[config.mk]
export PLATFORM = sky130hd
export DESIGN_NAME = gpio_apb_arb13
export DESIGN_NICKNAME = d
export VERILOG_FILES = /design/src/rtl/gpio_apb_arb13.sv
export SDC_FILE = /design/constraint.sdc
export NUM_CORES = 1
export LEC_CHECK = 0
export ABC_AREA = 1
export CAP_MARGIN = 20
export CORE_MARGIN = 10
export CORE_UTILIZATION = 40
export CTS_BUF_LIST = sky130_fd_sc_hd__clkbuf_4
export DETAILED_ROUTE_END_ITERATION = 8
export PLACE_DENSITY = 0.93
export RECOVER_POWER = 100
export REMOVE_ABC_BUFFERS = 1
export SETUP_SLACK_MARGIN = 0.1
export SLEW_MARGIN = 20
export SYNTH_ARGS = -nofsm -noshare
export SYNTH_HDL_FRONTEND = slang
export SYNTH_SLANG_ARGS = --single-unit
[constraint.sdc]
create_clock -name pclk13 -period 2.5 [get_ports pclk13]
set_clock_uncertainty 0.05 [all_clocks]
set_input_delay 0.25 -clock pclk13 [delete_from_list [all_inputs] [get_ports pclk13]]
set_output_delay 0.25 -clock pclk13 [all_outputs]
set_load 0.005 [all_outputs]
[src/rtl/gpio_apb_arb13.sv]
`default_nettype none
// ============================================================================
// Module      : gpio_apb_arb13
// Description : Two-port arbiter that runs APB SETUP/ACCESS transfers to the
//               gpio13 slave on behalf of the CPU bridge and wakeup controller.
// Revision    : 1.0 - initial release
// ============================================================================
module gpio_apb_arb13 #(
    parameter bit FIXED_PRIO = 1'b0,
    parameter int AW         = 6
) (
    input  logic          pclk13,
    input  logic          p_reset13,
    input  logic          req0_13,
    input  logic          we0_13,
    input  logic [AW-1:0] addr0_13,
    input  logic [15:0]   wdata0_13,
    output logic          ack0_13,
    output logic          done0_13,
    output logic [15:0]   rdata0_13,
    input  logic          req1_13,
    input  logic          we1_13,
    input  logic [AW-1:0] addr1_13,
    input  logic [15:0]   wdata1_13,
    output logic          ack1_13,
    output logic          done1_13,
    output logic [15:0]   rdata1_13,
    output logic          psel13,
    output logic          penable13,
    output logic          pwrite13,
    output logic [AW-1:0] paddr13,
    output logic [31:0]   pwdata13,
    input  logic [31:0]   prdata13
);

    typedef enum logic [1:0] {
        S_IDLE   = 2'd0,
        S_SETUP  = 2'd1,
        S_ACCESS = 2'd2
    } state_t;

    state_t      r_state;
    logic        r_last_grant;
    logic        r_cur;
    logic [15:0] r_wdata;
    logic        w_any_req;
    logic        w_grant;
    logic        w_unused_prdata;

    assign w_any_req       = req0_13 | req1_13;
    assign pwdata13        = {16'h0000, r_wdata};
    assign w_unused_prdata = ^prdata13[31:16];

    // A lone request always wins; a tie is settled by priority mode.
    always_comb begin
        w_grant = req1_13;
        if (req0_13 && req1_13) begin
            w_grant = FIXED_PRIO ? 1'b0 : ~r_last_grant;
        end
    end

    always_ff @(posedge pclk13 or posedge p_reset13) begin
        if (p_reset13) begin
            r_state      <= S_IDLE;
            r_last_grant <= 1'b1;
            r_cur        <= 1'b0;
            r_wdata      <= 16'h0000;
            psel13       <= 1'b0;
            penable13    <= 1'b0;
            pwrite13     <= 1'b0;
            paddr13      <= '0;
            ack0_13      <= 1'b0;
            ack1_13      <= 1'b0;
            done0_13     <= 1'b0;
            done1_13     <= 1'b0;
            rdata0_13    <= 16'h0000;
            rdata1_13    <= 16'h0000;
        end else begin
            ack0_13  <= 1'b0;
            ack1_13  <= 1'b0;
            done0_13 <= 1'b0;
            done1_13 <= 1'b0;
            case (r_state)
                S_IDLE: begin
                    if (w_any_req) begin
                        r_cur        <= w_grant;
                        r_last_grant <= w_grant;
                        pwrite13     <= w_grant ? we1_13    : we0_13;
                        paddr13      <= w_grant ? addr1_13  : addr0_13;
                        r_wdata      <= w_grant ? wdata1_13 : wdata0_13;
                        psel13       <= 1'b1;
                        ack0_13      <= ~w_grant;
                        ack1_13      <= w_grant;
                        r_state      <= S_SETUP;
                    end
                end
                S_SETUP: begin
                    penable13 <= 1'b1;
                    r_state   <= S_ACCESS;
                end
                S_ACCESS: begin
                    psel13    <= 1'b0;
                    penable13 <= 1'b0;
                    done0_13  <= ~r_cur;
                    done1_13  <= r_cur;
                    if (!pwrite13) begin
                        if (r_cur) begin
                            rdata1_13 <= prdata13[15:0];
                        end else begin
                            rdata0_13 <= prdata13[15:0];
                        end
                    end
                    r_state <= S_IDLE;
                end
                default: begin
                    psel13    <= 1'b0;
                    penable13 <= 1'b0;
                    r_state   <= S_IDLE;
                end
            endcase
        end
    end

endmodule
`default_nettype wire

==> results.py <==
metrics = {
    "status": {
        "status": "finished, final reports clean",
    },
    "floorplan": {
        "die-area_mm2": 0.0111,
        "rows": 31,
        "die_h_um": 106,
        "initial_core_util_pct": 40.7,
        "die_w_um": 106,
        "pin_count": 159,
        "core_mm2": 0.00718,
    },
    "layout": {
        "n_fill_cell": 595,
        "drive_gt1_share_pct": 6.28,
        "finish.utilization_pct": 60.0,
        "final_common_cell": "nand2_1",
        "area_growth_pct": 47.2,
        "final_cell_mix": "nand2_1, dfrtp_1, clkdlybuf4s50_1, dlygate4sd3_1, o21ai_0",
        "diodes": 0,
        "nets": 555,
    },
    "synthesis": {
        "synth_sequential_area_ratio_pct": 55.7,
        "ys_warn_count": 0,
        "syn_avg_cell_area_um2": 8.45,
        "synthesis.area_mm2": 0.00292,
        "yosys.area.top_type": "dfrtp_1",
        "synth_area_leaders": "dfrtp_1, nand2_1, o21ai_1",
        "synth.top_cell.area_share_pct": 54.8,
        "synth-seq-cells": 65,
        "netlist_instances": 346,
        "synth.distinct_cells": 21,
    },
    "detailed_routing": {
        "vias": 2590,
        "wirelength_mm": 8.04,
        "ant_nets": 0,
        "viasPerCell": 4.49,
        "first_pass_iters": 5,
        "drc": 0,
        "drt-initial-drc-count": 99,
        "wire_per_inst_um": 13.9,
    },
    "hold_path": {
        "min_from": "prdata13[9]",
        "hold_end": "rdata1_13[9]$_DFFE_PP0P_",
        "min_path_type": "primary input to flip-flop",
        "hold_depth": 3,
    },
    "clock_network": {
        "clk_latency_ps": 390,
        "clk_path_buf_depth": 2,
        "path_clk_slew_ps": 100,
        "clock-root-buffer": "clkbuf_4",
        "cts_hold_buf": 0,
        "cts_tree": "done",
        "post-cts-setup-buffers": 0,
        "cts_buffers": 9,
        "ctsResizeCount": 0,
        "cts_sinks": 65,
        "htree_num_levels": 3,
    },
    "critical_path": {
        "critPathKind": "primary input to flip-flop",
        "crit_path_end_kind": "flip-flop",
        "cp-start-kind": "primary input",
        "reg2reg_depth": 5,
        "regToRegEndpoint": "r_cur$_DFFE_PP0P_",
        "crit_arrival_ps": 2200,
        "cp.required_ps": 2770,
        "r2r_slack_ps": 740,
        "crit_fanout": 24,
        "r2r-start": "r_last_grant$_DFFE_PP1P_",
    },
    "timing": {
        "max_freq_mhz": 518,
        "grt_setup_unrepaired": "false",
        "fin_crit_sh_pct": 77.3,
        "slew_viol_final": 0,
        "final-hold-violation-count": 0,
        "worst_pin_slew_ps": 785,
        "setup-tns-final_ps": 0,
        "setup_viol": 0,
        "min_period_ps": 1930,
        "slew_headroom_pct": 47.5,
    },
    "global_routing": {
        "grt_pass1_wl_mm": 12.9,
        "gr-total-overflow": 0,
        "grt_max_degree": 33,
        "antenna_found_initial": 0,
        "grt_pass1_vias": 2668,
        "grt_use_total_pct": 14.4,
    },
    "pwr": {
        "ir_drop_mv": 0.408,
        "powerDensity_mw_per_mm2": 1030,
        "p_leak_uw": 0.00223,
    },
    "place": {
        "hpwl_mm": 6.32,
        "portBuffers": 126,
        "gp_congestion": 0.781,
    },
    "flow_run": {
        "drv_cap": 0,
    },
}
## synthesized netlist by cell type
cell and instances:
nand2_1 149, dfrtp_1 64, o21ai_1 32, inv_1 23
nand3_1 23, buf_4 18, buf_2 10, nor2_1 8
buf_6 5, nand2_2 2, nand3b_1 2, a21oi_2 1
conb_1 1, dfstp_2 1, inv_2 1, inv_4 1
nand2_4 1, nor2_2 1, nor2_4 1, nor2_8 1
o21ai_0 1
## how the worst max path moves through the flow
stage	from	to	slack [ps]	depth (start not counted)
finish	req1_13	r_cur$_DFFE_PP0P_	570	5
global placement	req1_13	r_wdata[7]$_DFFE_PP0P_	620	6
global route	req1_13	r_cur$_DFFE_PP0P_	420	5
floorplan	p_reset13	ack0_13$_DFF_PP0_	580	1
detailed placement	req1_13	r_wdata[11]$_DFFE_PP0P_	580	6
CTS	pwrite13$_DFFE_PP0P_	pwrite13	840	1
## cell families after synthesis
kind of cell / after synthesis / share of synthesized area (%)
and+or+nand+nor: 188 / 26.7
DFF: 65 / 55.7
buffers and inverters: 58 / 11.6
AOI/OAI and AO/OA: 34 / 5.95
other: 1 / 0.128
## through the flow
step	power [uW]	worst slack, ps	instance area [um2]	instances	hold slack [ps]
finish	4410	568	4310	577	371
global route	4800	419	4310	577	343
CTS	4730	839	4320	577	105
detailed placement	4040	584	4180	561	393
global placement	3950	622	4180	561	384
floorplan	2640	575	2740	328	273
## per-layer routing
| layer | vias to the layer above | GRT usage [%] | wire length, um |
|---|---|---|---|
| met1 | 1159 | 15.5 | 3300 |
| met3 | 4 | 9.26 | 1000 |
| li1 | 1298 | - | - |
| met4 | 0 | 5.03 | 60 |
| met2 | 129 | 22.5 | 3680 |
| met5 | - | 0 | 0 |
## where the power goes
group | internal [uW] | switching, uW
Sequential | 1560 | 237
Clock | 333 | 351
Combinational | 1010 | 929
Total | 2900 | 1520
## sequential cells by signal (all words and copies together), names as in the netlist
name	flops
r_wdata	16
rdata0_13	16
rdata1_13	16
paddr13	6
r_state	2
ack0_13	1
ack1_13	1
done0_13	1
done1_13	1
penable13	1
psel13	1
pwrite13	1
r_cur	1
r_last_grant	1
## cell type report
cell class | count | area (um2) | area share (%)
repair buffers | 134 | 1320 | 30.6
well taps | 99 | 124 | 2.88
clock inverters | 4 | 43.8 | 1.02
inverters | 25 | 96.3 | 2.24
multi-input cells | 238 | 1000 | 23.3
clock buffers | 12 | 90.1 | 2.09
flip-flops and latches | 65 | 1630 | 37.8
## critical path: stages
cell and delay (ps):
dlygate4sd3_1 850, nand2_1 610, nor2_1 330, inv_1 80, o21ai_0 70
No activity file was read; power rests on OpenSTA's default activity.
